$ cat src/rtl/toy_eu_ingress_buffer.sv
// Receive-side ingress FIFO between the dispatch crossbar and one execution unit.
// Dispatch has no backpressure: upstream tracks credits returned on each pop.
// A push into a full buffer without a same-cycle pop is dropped and flagged
// in a sticky overflow_err.
module toy_eu_ingress_buffer #(
    parameter int DEPTH = 4,
    parameter int CNT_W = $clog2(DEPTH + 1),
    parameter int PLD_W = 32
) (
    input  logic             clk,
    input  logic             rst_n,
    input  logic             instruction_vld,
    input  logic [PLD_W-1:0] instruction_pld,
    input  logic             flush,
    output logic             eu_vld,
    output logic [PLD_W-1:0] eu_pld,
    input  logic             eu_rdy,
    output logic             credit_return,
    output logic [CNT_W-1:0] free_cnt,
    output logic             empty,
    output logic             overflow_err
);

    localparam int PTR_W = (DEPTH > 1) ? $clog2(DEPTH) : 1;

    logic [PLD_W-1:0] mem [DEPTH];
    logic [PTR_W-1:0] wr_ptr;
    logic [PTR_W-1:0] rd_ptr;
    logic [CNT_W-1:0] cnt;

    logic push;
    logic pop;
    logic full;
    logic accept_push;

    // Handshake qualification; flush overrides both sides of the buffer
    always_comb begin
        push        = instruction_vld & ~flush;
        pop         = eu_vld & eu_rdy & ~flush;
        full        = (cnt == CNT_W'(DEPTH));
        // A full buffer still accepts a push when the head leaves on the same edge
        accept_push = push & (~full | pop);
    end

    // Status and head outputs derived from registered state
    always_comb begin
        eu_vld        = (cnt != '0);
        empty         = (cnt == '0);
        free_cnt      = CNT_W'(DEPTH) - cnt;
        credit_return = pop;
        // Gated so the payload reads zero while nothing valid is held
        eu_pld        = eu_vld ? mem[rd_ptr] : '0;
    end

    // Entry storage; intentionally not reset
    always_ff @(posedge clk) begin
        if (accept_push) begin
            mem[wr_ptr] <= instruction_pld;
        end
    end

    // Pointers, occupancy and the sticky overflow flag
    always_ff @(posedge clk or negedge rst_n) begin
        if (!rst_n) begin
            wr_ptr       <= '0;
            rd_ptr       <= '0;
            cnt          <= '0;
            overflow_err <= 1'b0;
        end else begin
            if (push && full && !pop) begin
                overflow_err <= 1'b1;
            end
            if (flush) begin
                wr_ptr <= '0;
                rd_ptr <= '0;
                cnt    <= '0;
            end else begin
                if (accept_push) begin
                    wr_ptr <= wr_ptr + 1'b1;
                end
                if (pop) begin
                    rd_ptr <= rd_ptr + 1'b1;
                end
                if (accept_push && !pop) begin
                    cnt <= cnt + 1'b1;
                end else if (pop && !accept_push) begin
                    cnt <= cnt - 1'b1;
                end
            end
        end
    end

endmodule

$ cat config.mk
export PLATFORM = sky130hd
export DESIGN_NAME = toy_eu_ingress_buffer
export DESIGN_NICKNAME = d
export VERILOG_FILES = /design/src/rtl/toy_eu_ingress_buffer.sv
export SDC_FILE = /design/constraint.sdc
export NUM_CORES = 1
export LEC_CHECK = 0
export ABC_AREA = 1
export CORE_MARGIN = 2
export CORE_UTILIZATION = 50
export CTS_BUF_LIST = sky130_fd_sc_hd__clkbuf_16
export CTS_CLUSTER_DIAMETER = 120
export CTS_CLUSTER_SIZE = 40
export DETAILED_ROUTE_END_ITERATION = 7
export DONT_BUFFER_PORTS = 1
export SLEW_MARGIN = 0
export SYNTH_ARGS = -nofsm -noshare
export SYNTH_HDL_FRONTEND = slang
export SYNTH_SLANG_ARGS = --single-unit
$ cat constraint.sdc
create_clock -name clk -period 7.6 [get_ports clk]
set_input_delay 1.52 -clock clk [delete_from_list [all_inputs] [get_ports clk]]
set_output_delay 1.52 -clock clk [all_outputs]
set_load 0.05 [all_outputs]
# After elaboration in Yosys (flattened, before gate mapping)
# Memory sizes are Yosys's and may differ from the RTL's.
# Cells that the tools add are included.
[classes]
add_sub_neg = 5
n_eq_ne = 1
muxes = 10
n_reduce_logical = 11
n_bitwise = 7
[op_table]
columns = ["op", "count"]
rows = [
  ["32-bit two-way mux", 1],
  ["3-bit two-way mux", 3],
  ["2-bit two-way mux", 4],
  ["3-bit nonzero test", 2],
  ["2-bit by 1-bit adder with 2-bit output, second input constant", 2],
  ["1-bit AND", 4],
  ["1-bit logical AND", 4],
  ["2-bit nonzero test", 2],
  ["3-bit by 1-bit adder with 3-bit output, second input constant", 1],
  ["3-bit equality test, second input constant", 1],
  ["3-bit zero test", 1],
  ["3-bit by 1-bit subtractor with 3-bit output, second input constant", 1],
  ["3-bit subtractor, first input constant", 1],
  ["1-bit zero test", 2],
  ["1-bit two-way mux", 2],
  ["1-bit inverter", 2],
  ["1-bit OR", 1],
]
[word_totals]
regBits = 8
ramBits = 128
in_bits = 37
memories = 1
[mem_list]
columns = ["name", "words", "width", "rd", "rd_clocked_by_memory_dff", "write_ports", "line", "source"]
rows = [
  ["mem", 4, 32, 1, 0, 1, "26", "logic [PLD_W-1:0] mem [DEPTH];"],
]

# Logic depth before layout (Yosys ltp)
# Gate-level depths: netlist (run 1).
[depth]
ltp_word = 10
depth_mapped = 17
ltp_nobuf = 16

# Worst setup path before layout (run 1)
# Ideal clock, no wire load.
[synth_path]
path_type = "input-to-reg"
startpoint = "input flush"
endpoint = "memory mem[0][0], enable pin"
setup_slack_ns = 3.811
t_required_ns = 7.179
stages = 5
n_path_buf = 0
arrival_ns = 3.368
cell_sequence = "inv_1 -> nand3_2 -> nand2_1 -> nand2_1 -> nor2_1"
[synth_between]
elab_chain_cells = 6
word_cells_on_any_way = 7
classes_between = "2 x mux; 5 x bitwise"
[synth_rtl]
columns = ["item", "line", "source"]
rows = [
  ["start: declaration", "14", "input logic flush,"],
  ["1-bit inverter *", "38, 39", ""],
  ["1-bit AND", "39", "pop = eu_vld & eu_rdy & ~flush;"],
  ["1-bit OR", "42", "accept_push = push & (~full | pop);"],
  ["1-bit AND *", "42", ""],
  ["1-bit two-way mux *", "57", "if (accept_push) begin"],
  ["1-bit two-way mux (implied by the code) *", "58", "mem[wr_ptr] <= instruction_pld;"],
  ["end: declaration", "26", ""],
]
# Every way passes the cells marked *; elsewhere a longest branch is shown, timed or not.

# Final worst setup path (run 1)
[layout_path]
startpoint = "register cnt[0]"
endpoint = "output credit_return"
[layout_between]
elab_chain_cells = 3
[layout_rtl]
columns = ["item", "line", "source"]
rows = [
  ["start: declaration", "29", "logic [CNT_W-1:0] cnt;"],
  ["start signal: assignment", "85", "cnt <= cnt + 1'b1;"],
  ["start signal: assignment", "87", "cnt <= cnt - 1'b1;"],
  ["3-bit nonzero test", "47", "eu_vld = (cnt != '0);"],
  ["via eu_vld", "15", "output logic eu_vld,"],
  ["1-bit AND (2 in series)", "39", ""],
  ["end: declaration", "18", "output logic credit_return,"],
]
# The timed path passes the listed nets, and every way through them passes these cells.

==> metrics, run 1 <==
Pwr Density=418 mW/mm²; startpoint type of the worst setup path=register; final instance area=between 0.006 and 0.007 mm²; Slew Viols, Final=0; number of nets with antenna violations after routing=0; RSZ-0062 raised after global routing=false; number of library cell types mapped by synthesis=20; Setup CP Type=register to output port; DR WL/cell=17.7 µm; area of the core region=between 0.01 and 0.015 mm²; most prevalent standard cell on the critical path=inv_1; cell taking the most area after synthesis=edfxtp_1; number of warnings issued by yosys=0; synthesized net count=503; slew margin rel.=0.269; weighted congestion reported at the end of routability-driven placement=0.792; reported max-cap violation count=0; data arrival time at the worst-slack endpoint=between 3 and 4 ns; pin count of the biggest net entering global routing=66; clock transition at the register clock pins on the worst setup and hold paths after CTS=0.06 ns; Crit. End Element=output port; number of hold violations in the final report=0; Remaining Overflow, GRT=0; biggest cell delay along the critical path=0.86 ns; Layout Area Growth over Synthesis=12.4%; vias per std cell=5.39; Placed Instance Area=0.00560 mm²; commonest register cell after synthesis=edfxtp_1; Area contributors post-synth=edfxtp_1 69%, nor2_1 9.1%, o21ai_1 3.7%; buffers added on ports=0; setup-violating endpoint count in the final report=0; area enclosed by the die boundary=0.0119 mm²; register area share after synthesis=0.730; combined global-route utilization of all metal layers=0.196; ant diodes=0; Post-DP HPWL=5.78 mm; post-layout minimum cycle time=approximately 4.5 ns; post-synth top area share=0.694; total number of vias=3,264; ports placed on the boundary=76; post-synthesis cell count=458; number of flops mapped to enable cells by yosys=128; fraction of final layout cells with drive strength greater than 1=0.0944; number of buffers inserted by post-CTS setup repair=0; post-synthesis register bit count=136; vias in the first global route=3,300; post-detailed-routing wire length=10.7 mm; TritonCTS clock tree=yes; number of nets in the layout=498; htree depth=4; class of the worst hold path=register to register; global-route wire length before repair=between 15 and 20 mm; most numerous cell in the Yosys netlist=nor2_1; Die Span Y=roughly 110 µm; largest voltage drop on the vdd net=0.292 mV; share of the clock period used by the worst path after layout=0.597; buffering stage count on the worst path with inverters included=3; commonest cells in the netlist=135 x nor2_1, 128 x edfxtp_1, 41 x o21ai_1, 35 x a21oi_1, 26 x o21ai_0; chip width=109 µm; slew at the pin closest to its max-slew limit=1.09 ns; number of buffers on the longest clock path=2; mean area per synthesized cell=12.1 µm²; async set-or-reset flop fraction in the synthesized netlist=0.0588; initial core utilization=0.511; Skew-Pair Late Insertion Delay=0.41 ns; leakage power total=0.00218 µW; Max Clk Rate=220 MHz; netlist area before placement=0.00554 mm²; DRC=0; cell breakdown of the critical path=inv_1 > ha_1 > ha_2 > inv_2 > nand3_2 > inv_1; Post-CTS Hold Fix Bufs=0; initial antenna violation count=0; clock tree skew after final layout=0.00728 ns; clock root buffer=clkbuf_16; data required time of the worst path=6.08 ns; sinks on the clock net=136; master of the slowest instance on the critical path=ha_2; Max Fanout on Critical Path=35; Placement Rows=38; post-cts repair resize count=0; category of cells accounting for the largest share of critical-path delay=adder cells; number of buffers created by CTS=17; setup TNS=0 ns; result of the run=finished, final reports clean; drt first pass iters=4; initial detailed-routing violation count=between 150 and 200
-- layout by cell type (no fill, tap or decap), types with 2 or more instances in the layout --
cell        netlist  layout
bufinv_16         0       4
buf_4             2       2
nand3_1           3       3
nor2_1          135     131
nand4_1           2       2
ha_1              7       6
inv_6             0       3
inv_1            20      20
clkbuf_16         0      17
clkinv_2          0       2
o21ai_1          41      41
edfxtp_1        128     128
o21ai_0          26      26
dfrtp_1           8       7
nand2_1          21      21
clkinv_4          0       2
clkinvlp_4        0       3
inv_2             3       3
a21oi_1          35      35
nor2_4            0       4
-- final timing paths --
kind	startpoint	to	slack [ns]	depth (start not counted)
max	cnt[0]	credit_return	3.06	6
min	cnt[2]	cnt[2]	0.55	2
max reg2reg	cnt[0]	mem[1][14]	3.75	8
min reg2reg	cnt[2]	cnt[2]	0.55	2
max in group asynchronous	rst_n	rd_ptr[0]	6.73	0
min in group asynchronous	rst_n	overflow_err	0.80	0
-- cell families after synthesis --
logic type	synth area share
buffers and inverters	0.0445
AND/OR/NAND/NOR	0.112
adder cells (fa/ha/maj)	0.0194
flip-flops	0.730
AO/OA/AOI/OAI	0.0937
-- power breakdown --
group / total, µW / leakage [µW] / switching [µW] / internal [µW]
combinational: 838 / 0.000619 / 721 / 117
clock: 861 / 0.000298 / 312 / 550
sequential: 907 / 0.00126 / 32.2 / 875
total: 2610 / 0.00218 / 1060 / 1540
-- routing by layer --
metal,track usage,wire (µm),vias up
met5,0,0,-
met1,0.248,4610,1594
met3,0.0687,651,10
li1,-,-,1580
met2,0.308,5350,80
met4,0.0814,132,0
-- state kept, by name (all words and copies together), names as in the netlist --
signal and count:
rd_ptr 2, wr_ptr 2, overflow_err 1, mem 128, cnt 3
-- area by class of cell --
cell class | instances | area (µm²)
Clock buffer | 17 | 425
Timing Repair Buffer | 2 | 15.0
Clock inverter | 15 | 200
Sequential cell | 136 | 4050
Inverter | 23 | 86.3
Multi-Input combinational cell | 273 | 1280
Tap cell | 140 | 175
Fill cell | 897 | 4610
-- worst min-delay path, stage by stage (launching register included) --
cell and delay [ns]:
dfrtp_1 0.38, nand2_1 0.07, nand2_1 0.06
-- metrics by stage --
stage | hold WS, ns | setup slack (ns) | power (µW) | std cells | util
final | 0.548 | 3.06 | 2610 | 606 | 0.575
after global routing | 0.611 | 2.90 | 2720 | 606 | 0.575
after detailed placement | 0.533 | 3.46 | 1770 | 574 | 0.517
after global placement | 0.527 | 3.54 | 1760 | 574 | 0.517
after CTS | 0.551 | 3.01 | 2630 | 606 | 0.575
after floorplan | 0.471 | 3.81 | 1690 | 458 | -
Note: power is estimated with default switching activity, not from simulation.
==> inputs of run 2 (changes only) <==
--- a/config.mk
+++ b/config.mk
@@ -13,6 +13,7 @@
 export CTS_CLUSTER_SIZE = 40
 export DETAILED_ROUTE_END_ITERATION = 7
 export DONT_BUFFER_PORTS = 1
+export PLACE_DENSITY = 0.68
 export SLEW_MARGIN = 0
 export SYNTH_ARGS = -nofsm -noshare
 export SYNTH_HDL_FRONTEND = slang
==> constraint.sdc (replaced) <==
create_clock -name clk -period 4.1 [get_ports clk]
set_input_delay 0.82 -clock clk [delete_from_list [all_inputs] [get_ports clk]]
set_output_delay 0.82 -clock clk [all_outputs]
set_load 0.05 [all_outputs]
==> metrics, run 2 (synthesized netlist as in run 1, its figures left out) <==
Max Clk Rate=298 MHz; reported max-cap violation count=0 (unchanged); RSZ-0062 raised after global routing=false; cell breakdown of the critical path=inv_1 > ha_1 > ha_2 > buf_4 > a21oi_1 > buf_4; number of buffers inserted by post-CTS setup repair=0 (unchanged); Skew-Pair Late Insertion Delay=0.41 ns (about the same); initial detailed-routing violation count=249 (+26%); startpoint type of the worst setup path=register; final core utilization=0.602 (+0.0269); area enclosed by the die boundary=0.0119 mm² (unchanged); global-route wire length before repair=17.7 mm (+5.4%); setup-violating endpoint count in the final report=0 (unchanged); number of nets in the layout=536 (+7.6%); share of the clock period used by the worst path after layout=0.819; area of the core region=0.0108 mm² (unchanged); ant diodes=0 (unchanged); data required time of the worst path=3.28 ns (-2.80 ns); chip width=109 µm (unchanged); sinks on the clock net=136 (unchanged); TritonCTS clock tree=yes; slew at the pin closest to its max-slew limit=0.723 ns (-0.372 ns); Max Fanout on Critical Path=34 (-2.9%); vias in the first global route=3,478 (+5.4%); Post-CTS Hold Fix Bufs=0 (unchanged); largest register by flop count=mem; Crit. End Element=output port; Pwr Total=5160 µW (+98%); initial antenna violation count=0 (unchanged); fraction of final layout cells with drive strength greater than 1=0.157 (+0.0623); clock transition at the register clock pins on the worst setup and hold paths after CTS=0.06 ns (about the same); master of the slowest instance on the critical path=dfrtp_1; result of the run=finished, final reports clean; Setup CP Type=register to output port; largest voltage drop on the vdd net=0.489 mV (+67%); Placement Rows=38 (unchanged); Die Span Y=109 µm (unchanged); DR WL/cell=17.2 µm (-2.9%); Slew Viols, Final=0 (unchanged); slew margin rel.=0.518 (+0.249); buffers added on ports=0 (unchanged); commonest non-fill, non-tap cell in the layout=nor2_1; DRC=0 (unchanged); most used cells in the layout excluding fill and tap cells=131 x nor2_1, 128 x edfxtp_1, 41 x o21ai_1; clock root buffer=clkbuf_16; pin count of the biggest net entering global routing=66 (unchanged); initial core utilization=0.511 (unchanged); Remaining Overflow, GRT=0 (unchanged); number of buffers on the longest clock path=2 (unchanged); flip-flop count of the largest register after layout=128 (unchanged); worst setup slack after placement=0.825 ns (-2.63 ns); number of buffers created by CTS=17 (unchanged); clock tree skew after final layout=0.00598 ns (-0.00129 ns); ports placed on the boundary=76 (unchanged); post-layout minimum cycle time=~3.4 ns; drt first pass iters=5 (+1); combined global-route utilization of all metal layers=0.202 (+0.00601); post-cts repair resize count=0 (unchanged); buffering stage count on the worst path with inverters included=3 (unchanged); worst setup slack after layout=0.743 ns (-2.32 ns); category of cells accounting for the largest share of critical-path delay=buffers and inverters; Top Registers=mem (128), cnt (3); number of hold violations in the final report=0 (unchanged); biggest cell delay along the critical path=0.65 ns (-0.21 ns); vias per std cell=5.32 (-1.2%); number of nets with antenna violations after routing=0 (unchanged); setup TNS=0 ns (unchanged); post-detailed-routing wire length=11.1 mm (+3.2%); Pwr Density=791 mW/mm² (+89%); total number of vias=3,428 (+5.0%); most prevalent standard cell on the critical path=buf_4; data arrival time at the worst-slack endpoint=2.54 ns (-0.48 ns); weighted congestion reported at the end of routability-driven placement=0.817 (+3.2%); htree depth=4 (unchanged); leakage power total=0.00238 µW (+9.0%); class of the worst hold path=input pin to asynchronous set/reset pin; Layout Area Growth over Synthesis=17.7%; Post-DP HPWL=6.30 mm (+9.0%)
[run 2: changes by cell type in the layout (fill, tap and decap cells not counted)]
cell	delta
buf_4	+38
bufinv_16	+1
clkinv_1	+3
clkinv_4	-2
inv_6	-2
[run 2: final cells by class]
type	instances	area, µm²
clock buffer	17	425
clock inverter	15	206
fill	855	4320
inverter	23	86.3
multi-input combinational	273	1280
sequential	136	4050
tap	140	175
timing repair buffer	40	300
[run 2: worst register-to-register path, cell delays in order (launching register included)]
cell and delay, ns:
dfrtp_1 0.65, inv_1 0.18, ha_1 0.27, ha_2 0.20
inv_2 0.23, nand3_2 0.15, nand2_1 0.11, nand2_1 0.28
nor2_4 0.55, buf_4 0.34
[run 2: stage by stage]
step	area (µm²)	hold WS, ns	cells
final	6520	0.102	644
after global routing	6520	0.0796	644
after CTS	6520	0.0849	644
after detailed placement	5890	0.525	612
after global placement	5890	0.525	612
after floorplan	5540	0.471	458
[run 2: path summary, 6_finish.rpt]
path | from | to | slack [ns] | cells past startpoint
worst max register to register | cnt[0] | mem[2][9] | 0.83 | 9
min in group clk | instruction_pld[20] | mem[1][20] | 0.50 | 0
worst max-delay path | cnt[0] | eu_pld[2] | 0.74 | 6
worst min-delay path | rst_n | overflow_err | 0.10 | 0
max in group asynchronous | rst_n | rd_ptr[0] | 3.92 | 0
worst min register to register | wr_ptr[0] | wr_ptr[0] | 0.56 | 1
[run 2: power by group]
part           leakage [µW]  total (µW)  internal, µW  switching, µW
logic              0.000814        1860           458           1400
clock network      0.000299        1620          1070            547
registers           0.00126        1680          1620           61.0
total               0.00238        5160          3150           2010
[run 2: per-layer routing]
layer	track usage	up-vias	part of all wire
met2	0.322	115	0.51
met3	0.0759	12	0.078
met5	0	-	0
met1	0.247	1650	0.40
met4	0.0850	0	0.013
li1	-	1651	-
